===== config.mk =====
export PLATFORM = sky130hd
export DESIGN_NAME = bat_reg_bank_flat
export DESIGN_NICKNAME = d
export VERILOG_FILES = /design/src/rtl/bat_reg_bank_if.sv /design/src/rtl/bat_reg_bank.sv /design/src/flat_wrapper.sv
export SDC_FILE = /design/constraint.sdc
export NUM_CORES = 1
export LEC_CHECK = 0
export BUFFER_PORTS_ARGS = -buffer_cell sky130_fd_sc_hd__buf_2
export CAP_MARGIN = 5
export CORE_AREA = 2 2 148 150
export DETAILED_ROUTE_END_ITERATION = 10
export DIE_AREA = 0 0 150 152
export PLACE_DENSITY = 0.73
export SYNTH_ARGS = -nofsm -noshare
export SYNTH_HDL_FRONTEND = slang
export SYNTH_SLANG_ARGS = --single-unit

===== constraint.sdc =====
create_clock -name clk -period 3.5 [get_ports clk]
set_input_delay 0.525 -clock clk [delete_from_list [all_inputs] [get_ports clk]]
set_output_delay 0.525 -clock clk [all_outputs]
set_load 0.005 [all_outputs]

===== src/rtl/bat_reg_bank_if.sv =====
// bat_reg_bank_if: bus, ALU-read, count and move signals of the register bank.
// master drives the requests; slave (the bank) drives bus_out/bus_oe, alu_a/alu_b and move_busy/move_done.
interface bat_reg_bank_if #(parameter int WIDTH = 16, parameter int NREGS = 8);
  localparam int SEL_W = $clog2(NREGS);
  logic [WIDTH-1:0] bus_in, bus_out, alu_a, alu_b;
  logic             bus_oe, load, drive, cnt, cnt_dn, move_req, move_busy, move_done;
  logic [SEL_W-1:0] load_sel, drive_sel, cnt_sel, a_sel, b_sel, move_src, move_dst;
  modport master (
    output bus_in, load, load_sel, drive, drive_sel, cnt, cnt_dn, cnt_sel,
           a_sel, b_sel, move_req, move_src, move_dst,
    input  bus_out, bus_oe, alu_a, alu_b, move_busy, move_done
  );
  modport slave (
    input  bus_in, load, load_sel, drive, drive_sel, cnt, cnt_dn, cnt_sel,
           a_sel, b_sel, move_req, move_src, move_dst,
    output bus_out, bus_oe, alu_a, alu_b, move_busy, move_done
  );
endinterface


===== src/rtl/bat_reg_bank.sv =====
// bat_reg_bank: NREGS x WIDTH register bank with bus load/drive, two ALU operand reads,
// optional up/down counting (macro BAT_REG_BANK_COUNT_EN) and a 3-step register move FSM.
// Ports: clk, rst_n (async active-low), bus (bat_reg_bank_if.slave).
module bat_reg_bank #(
  parameter int WIDTH = 16,
  parameter int NREGS = 8
) (
  input logic           clk,
  input logic           rst_n,
  bat_reg_bank_if.slave bus
);
  localparam int SEL_W = $clog2(NREGS);
  localparam logic [SEL_W:0] N = (SEL_W+1)'(NREGS);
  typedef enum logic [1:0] {IDLE, FETCH, WRITE, DONE} state_t;
  state_t           st;
  logic [WIDTH-1:0] regs [NREGS];
  logic [WIDTH-1:0] tmp;
  logic [SEL_W-1:0] src, dst;
  logic             busy, done;

  function automatic logic ok(input logic [SEL_W-1:0] s);
    return {1'b0, s} < N;
  endfunction

  function automatic logic [WIDTH-1:0] rd(input logic [SEL_W-1:0] s);
    return ok(s) ? regs[s] : '0;
  endfunction

  assign bus.alu_a     = rd(bus.a_sel);
  assign bus.alu_b     = rd(bus.b_sel);
  assign bus.bus_oe    = bus.drive;
  assign bus.bus_out   = bus.drive ? rd(bus.drive_sel) : '0;
  assign bus.move_busy = busy;
  assign bus.move_done = done;

  // A request naming an out-of-range register is never accepted, so the move is a no-op.
  always_ff @(posedge clk or negedge rst_n)
    if (!rst_n) begin
      st   <= IDLE;
      src  <= '0;
      dst  <= '0;
      tmp  <= '0;
      busy <= 1'b0;
      done <= 1'b0;
    end else
      case (st)
        IDLE: if (bus.move_req && ok(bus.move_src) && ok(bus.move_dst)) begin
          st   <= FETCH;
          src  <= bus.move_src;
          dst  <= bus.move_dst;
          busy <= 1'b1;
        end
        FETCH: begin
          tmp <= regs[src];
          st  <= WRITE;
        end
        WRITE: begin
          st   <= DONE;
          done <= 1'b1;
        end
        DONE: begin
          st   <= IDLE;
          busy <= 1'b0;
          done <= 1'b0;
        end
      endcase

  // Per-register priority: move write, then load, then count. Out-of-range selects match no index.
  always_ff @(posedge clk or negedge rst_n)
    if (!rst_n)
      for (int i = 0; i < NREGS; i++) regs[i] <= '0;
    else
      for (int i = 0; i < NREGS; i++)
        if (st == WRITE && dst == SEL_W'(i)) regs[i] <= tmp;
        else if (bus.load && bus.load_sel == SEL_W'(i)) regs[i] <= bus.bus_in;
`ifdef BAT_REG_BANK_COUNT_EN
        else if (bus.cnt && bus.cnt_sel == SEL_W'(i))
          regs[i] <= bus.cnt_dn ? regs[i] - WIDTH'(1) : regs[i] + WIDTH'(1);
`endif

`ifndef BAT_REG_BANK_COUNT_EN
  logic unused_cnt;
  assign unused_cnt = ^{bus.cnt, bus.cnt_dn, bus.cnt_sel};
`endif
endmodule


===== src/flat_wrapper.sv =====
// flat-port wrapper written by rule: the top's interface ports become plain ports
module bat_reg_bank_flat 
#(
  parameter int WIDTH = 16,
  parameter int NREGS = 8
)
  (clk, rst_n, bus_bus_in, bus_load, bus_load_sel, bus_drive, bus_drive_sel, bus_cnt, bus_cnt_dn, bus_cnt_sel, bus_a_sel, bus_b_sel, bus_move_req, bus_move_src, bus_move_dst, bus_bus_out, bus_bus_oe, bus_alu_a, bus_alu_b, bus_move_busy, bus_move_done);
  bat_reg_bank_if #(.WIDTH(WIDTH), .NREGS(NREGS)) bus_i ();
  input logic clk;
  input logic rst_n;
  input wire logic [$bits(bus_i.bus_in)-1:0] bus_bus_in;
  input wire logic [$bits(bus_i.load)-1:0] bus_load;
  input wire logic [$bits(bus_i.load_sel)-1:0] bus_load_sel;
  input wire logic [$bits(bus_i.drive)-1:0] bus_drive;
  input wire logic [$bits(bus_i.drive_sel)-1:0] bus_drive_sel;
  input wire logic [$bits(bus_i.cnt)-1:0] bus_cnt;
  input wire logic [$bits(bus_i.cnt_dn)-1:0] bus_cnt_dn;
  input wire logic [$bits(bus_i.cnt_sel)-1:0] bus_cnt_sel;
  input wire logic [$bits(bus_i.a_sel)-1:0] bus_a_sel;
  input wire logic [$bits(bus_i.b_sel)-1:0] bus_b_sel;
  input wire logic [$bits(bus_i.move_req)-1:0] bus_move_req;
  input wire logic [$bits(bus_i.move_src)-1:0] bus_move_src;
  input wire logic [$bits(bus_i.move_dst)-1:0] bus_move_dst;
  output wire logic [$bits(bus_i.bus_out)-1:0] bus_bus_out;
  output wire logic [$bits(bus_i.bus_oe)-1:0] bus_bus_oe;
  output wire logic [$bits(bus_i.alu_a)-1:0] bus_alu_a;
  output wire logic [$bits(bus_i.alu_b)-1:0] bus_alu_b;
  output wire logic [$bits(bus_i.move_busy)-1:0] bus_move_busy;
  output wire logic [$bits(bus_i.move_done)-1:0] bus_move_done;
  assign bus_i.bus_in = bus_bus_in;
  assign bus_i.load = bus_load;
  assign bus_i.load_sel = bus_load_sel;
  assign bus_i.drive = bus_drive;
  assign bus_i.drive_sel = bus_drive_sel;
  assign bus_i.cnt = bus_cnt;
  assign bus_i.cnt_dn = bus_cnt_dn;
  assign bus_i.cnt_sel = bus_cnt_sel;
  assign bus_i.a_sel = bus_a_sel;
  assign bus_i.b_sel = bus_b_sel;
  assign bus_i.move_req = bus_move_req;
  assign bus_i.move_src = bus_move_src;
  assign bus_i.move_dst = bus_move_dst;
  assign bus_bus_out = bus_i.bus_out;
  assign bus_bus_oe = bus_i.bus_oe;
  assign bus_alu_a = bus_i.alu_a;
  assign bus_alu_b = bus_i.alu_b;
  assign bus_move_busy = bus_i.move_busy;
  assign bus_move_done = bus_i.move_done;
  bat_reg_bank #(.WIDTH(WIDTH), .NREGS(NREGS)) u_core (.clk(clk), .rst_n(rst_n), .bus(bus_i));
endmodule

==> results of run 1 <==
routing by layer:
| layer | vias to the layer above | global-route usage | share of wire |
|---|---|---|---|
| met5 | - | 0 | 0 |
| li1 | 3842 | - | - |
| met4 | 0 | 0.112 | 0.038 |
| met1 | 4364 | 0.384 | 0.41 |
| met2 | 376 | 0.472 | 0.50 |
| met3 | 83 | 0.0402 | 0.059 |
sequential cells by signal, summed over array words and instances, names as in the netlist:
| name | count |
|---|---|
| u_core.tmp | 16 |
| u_core.regs | 128 |
| u_core.bus.move_busy | 1 |
| u_core.dst | 3 |
| u_core.src | 3 |
| u_core.bus.move_done | 1 |
| u_core.st | 2 |
layout make-up:
cell class,count,area share
clock buffer,22,0.0379
clock inverter,8,0.00949
inverter,3,0.000899
multi-input combinational,727,0.557
sequential,154,0.308
tap,280,0.0280
timing repair buffer,119,0.0590
metrics by stage:
| stage | setup slack [ns] | std cells | cell area [µm²] | utilization | power, mW |
|---|---|---|---|---|---|
| final | 0.798 | 1313 | 12500 | 0.587 | 10.6 |
| after global routing | 0.774 | 1313 | 12500 | 0.587 | 11.3 |
| after CTS | 0.806 | 1313 | 12500 | 0.587 | 10.6 |
| after detailed placement | 0.823 | 1283 | 11900 | 0.559 | 8.62 |
| after global placement | 0.843 | 1283 | 11900 | 0.559 | 8.43 |
| after floorplan | 1.39 | 1009 | 11500 | - | 7.19 |
synthesized netlist by cell type, drive strengths merged:
library cell / count
nor4b: 2
nor3: 1
ha: 5
mux2i: 193
inv: 3
dfrtp: 154
nor2b: 50
clkbuf: 64
a41o: 16
buf: 61
a21oi: 65
nand2: 65
a22oi: 16
mux2: 39
and4bb: 6
a211o: 16
nand3: 16
nand4: 2
nand4b: 6
o2bb2ai: 1
o21ai: 64
mux4: 96
nand2b: 1
nor2: 67
worst max path at each step:
stage	start	to	slack [ns]	cells past startpoint
after detailed placement	bus_a_sel[0]	bus_alu_a[4]	0.82	5
after floorplan	bus_drive_sel[0]	bus_bus_out[1]	1.39	5
after CTS	bus_a_sel[0]	bus_alu_a[4]	0.81	5
after global placement	bus_a_sel[0]	bus_alu_a[4]	0.84	5
final	bus_a_sel[0]	bus_alu_a[4]	0.80	5
after global routing	bus_a_sel[0]	bus_alu_a[4]	0.77	5
cell usage in the layout, fill, tap and decap left out, types with 6 or more instances in the layout:
master	synthesis	routed
mux2i_1	193	193
o21ai_0	55	55
a211o_1	16	16
mux4_1	56	56
dfrtp_1	154	153
nor2_1	67	67
nand4b_1	6	6
a22oi_1	16	16
a41o_1	16	16
nand3_1	16	16
buf_2	17	88
clkbuf_16	0	17
and4bb_2	6	6
mux4_2	40	40
buf_4	11	25
nor2b_1	50	50
a21oi_1	65	65
mux2_2	39	39
nand2_1	65	65
o21ai_1	9	9
power by group:
group | internal, mW | switching, mW
clock | 1.17 | 0.737
combinational | 2.60 | 2.00
sequential | 2.70 | 1.41
total | 6.47 | 4.15
kinds of logic (layout without fill, tap and decap cells):
group / Yosys count / count (layout)
AO/OA/AOI/OAI: 178 / 178
adder cells (fa/ha/maj): 5 / 5
buffers and inverters: 128 / 152
flip-flops: 154 / 154
multiplexers: 328 / 328
AND/OR/NAND/NOR: 216 / 216
==> metrics, run 1 <==
status=finished clean; DIE AREA=22800 µm²; Total GRT Usage=0.286; Post-layout nets=1071; Die Height=152 µm; Max Fclk=370 MHz; buffer and inverter count on the worst path=3; Worst setup EP type=primary output; Worst Path Arrival=2.18 ns; Yosys reg bits=154; startpoint types=input port; worst hold slack=0.0998 ns; footprint of the multi-input gates=6970 µm²; maxcap violations=0; leading area contributor after synthesis=dfrtp_1; final WL=32100 µm; Detailed Routing Iterations Pass 1=5; largest family of logic cells by synthesized area=multiplexers; top cell type's share of synthesized area=0.335; Simple-Gate Fraction of Synth Area=0.0936; GRT overflow=0; synthesis-to-finish area growth=8.97%; post-synthesis sequential area ratio=0.335; Leak=5.48 nW; Iteration-0 DRC Markers=795; Worst-path clk slew=0.06 ns; largest net degree at the start of global routing=76; CTS root buffer=clkbuf_16; RSZ-0062 raised after global routing=false; Slowest cell on crit path=mux4_1; mapped cell area=11500 µm²; Worst VDD drop=0.000375 V; Slew HR=0.374; Yosys cell types=32; IO Pins=95; crit path time final=2.70 ns; Hold Path Class=in -> async; first-pass GRT wire length=49400 µm; wire per inst=24.4 µm; sequential cell area=3860 µm²; DRC violations left=0; syn_nets=1058; port buffer count=89; layout cell share with drive strength beyond 1=0.228; gpl congestion=0.856; Ant. Diodes=0; vias in the first global route=8416; WP data required=2.97 ns; Power Density=847 nW/µm²; synth warn=0; Syn Area/Cell=11.4 µm²; Final TNS setup=0 ns; RR Startpoint=u_core.st[0]$_DFFE_PN0P_; CTS tree=yes; Compound-Gate Fraction of Synth Area=0.0935; family with the most delay on the worst path=multiplexers; Post-Synth XOR/XNOR Area=0; Rows=54; Worst Tran Pin Value=0.937 ns; post_cts resized=0; Layout Skew=0.00843 ns; core footprint=21400 µm²; fill count=1762; Max Buffers Root-to-Sink=2; r2r endpoint=u_core.regs[89]$_DFFE_PN0P_; initial cell density of the core=0.538; H-tree depth=4; post-detail-place hpwl=19500 µm; most used cell, CP=buf_2; mux cell area share after synthesis=0.413; Die Span X=150 µm; worst r2r path cells=4; Post-DRT Antenna Nets=0; worst setup path class=in -> out; initial antenna violation count=0; DR vias=8665; Post-Synth Adder-Cell Area=0.00544; Post-Syn Instances=1009; Period Utilization, post-route=0.772; Clock Latency Late Sink=0.42 ns; worst-path maximum fanout=22; dominant cells by area after synthesis=dfrtp_1, mux2i_1, mux4_1, mux4_2, mux2_2; Hold Fails Final Rpt=0; CTS buffer count=17; final slew viol count=0; Post-CTS Setup Inserts=0; Finish-stage setup viols=0; worst reg2reg setup slack=1.36 ns; CTS Sinks=154; crit-path cells=buf_2, buf_12, mux4_1, mux2_2, buf_2; vias per cell=6.60; CTS Hold Bufs=0; Worst path max stage delay=0.60 ns
Note: power is estimated with default switching activity, not from simulation.
==> run 2, diff against run 1 <==
--- a/config.mk
+++ b/config.mk
@@ -10,7 +10,7 @@
 export CORE_AREA = 2 2 148 150
 export DETAILED_ROUTE_END_ITERATION = 10
 export DIE_AREA = 0 0 150 152
-export PLACE_DENSITY = 0.73
+export PLACE_DENSITY = 0.76
 export SYNTH_ARGS = -nofsm -noshare
 export SYNTH_HDL_FRONTEND = slang
 export SYNTH_SLANG_ARGS = --single-unit
==> constraint.sdc (replaced) <==
create_clock -name clk -period 2.2 [get_ports clk]
set_input_delay 0.33 -clock clk [delete_from_list [all_inputs] [get_ports clk]]
set_output_delay 0.33 -clock clk [all_outputs]
set_load 0.005 [all_outputs]
==> metrics, run 2 (synthesis results as in run 1) <==
status=finished clean; DR vias=8862; fin cells=1331; worst setup margin=0.0213 ns; gpl congestion=0.837; WP data required=1.87 ns; commonest non-fill, non-tap cell in the layout=mux2i_1; Post-layout nets=1087; startpoint types=register; Worst Path Arrival=1.85 ns; Leak=5.61 nW; cell depth of the worst min-delay path=2; wire per inst=25.1 µm; crit path time final=2.18 ns; Layout Skew=0.0105 ns; Worst-path clk slew=0.06 ns; core footprint=21400 µm²; top sig layer=met4; Die Height=152 µm; Worst Tran Pin Value=0.587 ns; Total GRT Usage=0.300; Top Registers=u_core.regs (128), u_core.tmp (16); Iteration-0 DRC Markers=958; number of flip-flops in the largest register=128; largest net degree at the start of global routing=55; Worst VDD drop=0.000788 V; H-tree depth=4; placed instance count=1296; Finish-stage setup viols=0; CTS buffer count=17; Power Density=1340 nW/µm²; Hold Fails Final Rpt=0; Post-DRT Antenna Nets=0; maxcap violations=0; Max Buffers Root-to-Sink=2; DRC violations left=0; Finished Cell Area=12900 µm²; vias in the first global route=8973; IO Pins=95; Rows=54; dpl cell area=12200 µm²; CTS root buffer=clkbuf_16; post-detail-place hpwl=19700 µm; most frequent cells in the layout=mux2i_1, dfrtp_1, buf_2; GRT overflow=0; vias per cell=6.66; Post-Route Utilization=0.603; Top reg by flops=u_core.regs; CTS Sinks=154; CTS tree=yes; worst setup path class=reg -> out; Final TNS setup=0 ns; final slew viol count=0; Worst setup EP type=primary output; DIE AREA=22800 µm²; met2 WL post-DR=16300 µm; WL met3=2700 µm; worst r2r path cells=4; total power draw=17.3 mW; first-pass GRT wire length=51600 µm; Metal-1 WL=13200 µm; Hold Path Class=in -> reg; Die Span X=150 µm; Clock Latency Late Sink=0.43 ns; final WL=33500 µm; Ant. Diodes=0; port buffer count=89; initial cell density of the core=0.538; synthesis-to-finish area growth=12.0%; layout cell share with drive strength beyond 1=0.245; initial antenna violation count=0; Detailed Routing Iterations Pass 1=5; Slew HR=0.609; worst hold slack=0.129 ns; worst-path maximum fanout=5; Period Utilization, post-route=0.990; Place WS=0.146 ns; Max Fclk=459 MHz
## run 2: cell count changes in the layout (fill, tap and decap cells not counted), sizes merged
cell,change
clkbuf,-2
dlygate4sd3,+1
clkinvlp,+4
buf,+15
## run 2: what timing repair did
item                                    4_1_cts  5_1_grt
endpoints found under the hold margin        27        0
hold buffers                                  1        0
resized for setup                             1        5
setup buffers                                 0        2
endpoints found under the setup margin        1        5
## run 2: report_power, final
part | leakage, nW | switching [mW] | internal (mW)
clock | 0.282 | 1.22 | 1.81
sequential | 1.77 | 2.21 | 4.29
combinational | 3.56 | 3.41 | 4.34
total | 5.61 | 6.84 | 10.4
## run 2: final timing paths
kind,start,endpoint,slack [ns]
setup / recovery,u_core.regs[28]$_DFFE_PN0P_,bus_alu_b[12],0.02
hold / removal,bus_move_dst[0],u_core.dst[0]$_DFFE_PN0P_,0.13
setup reg to reg,u_core.src[0]$_DFFE_PN0P_,u_core.tmp[0]$_DFFE_PN0N_,0.42
hold reg to reg,u_core.bus.move_done$_DFFE_PN0P_,u_core.bus.move_done$_DFFE_PN0P_,0.49
max in group asynchronous,rst_n,u_core.regs[0]$_DFFE_PN0P_,1.18
min in group asynchronous,rst_n,u_core.bus.move_busy$_DFFE_PN0P_,0.35
## run 2: final cells by class
cell class | count | area (µm²)
fill | 1703 | 8480
multi-input combinational | 727 | 6980
sequential | 154 | 3860
timing repair buffer | 135 | 1070
clock buffer | 20 | 447
tap | 280 | 350
clock inverter | 12 | 149
inverter | 3 | 11.3
## run 2: layer usage
metal | GRT usage | vias to the layer above
met2 | 0.486 | 487
met4 | 0.125 | 0
met5 | 0 | -
met3 | 0.0411 | 99
met1 | 0.407 | 4413
li1 | - | 3863
## run 2: worst max-delay path: stages (launching register included)
cell and delay (ns):
dfrtp_2 0.45, mux4_1 0.52, mux2_2 0.31, buf_2 0.14
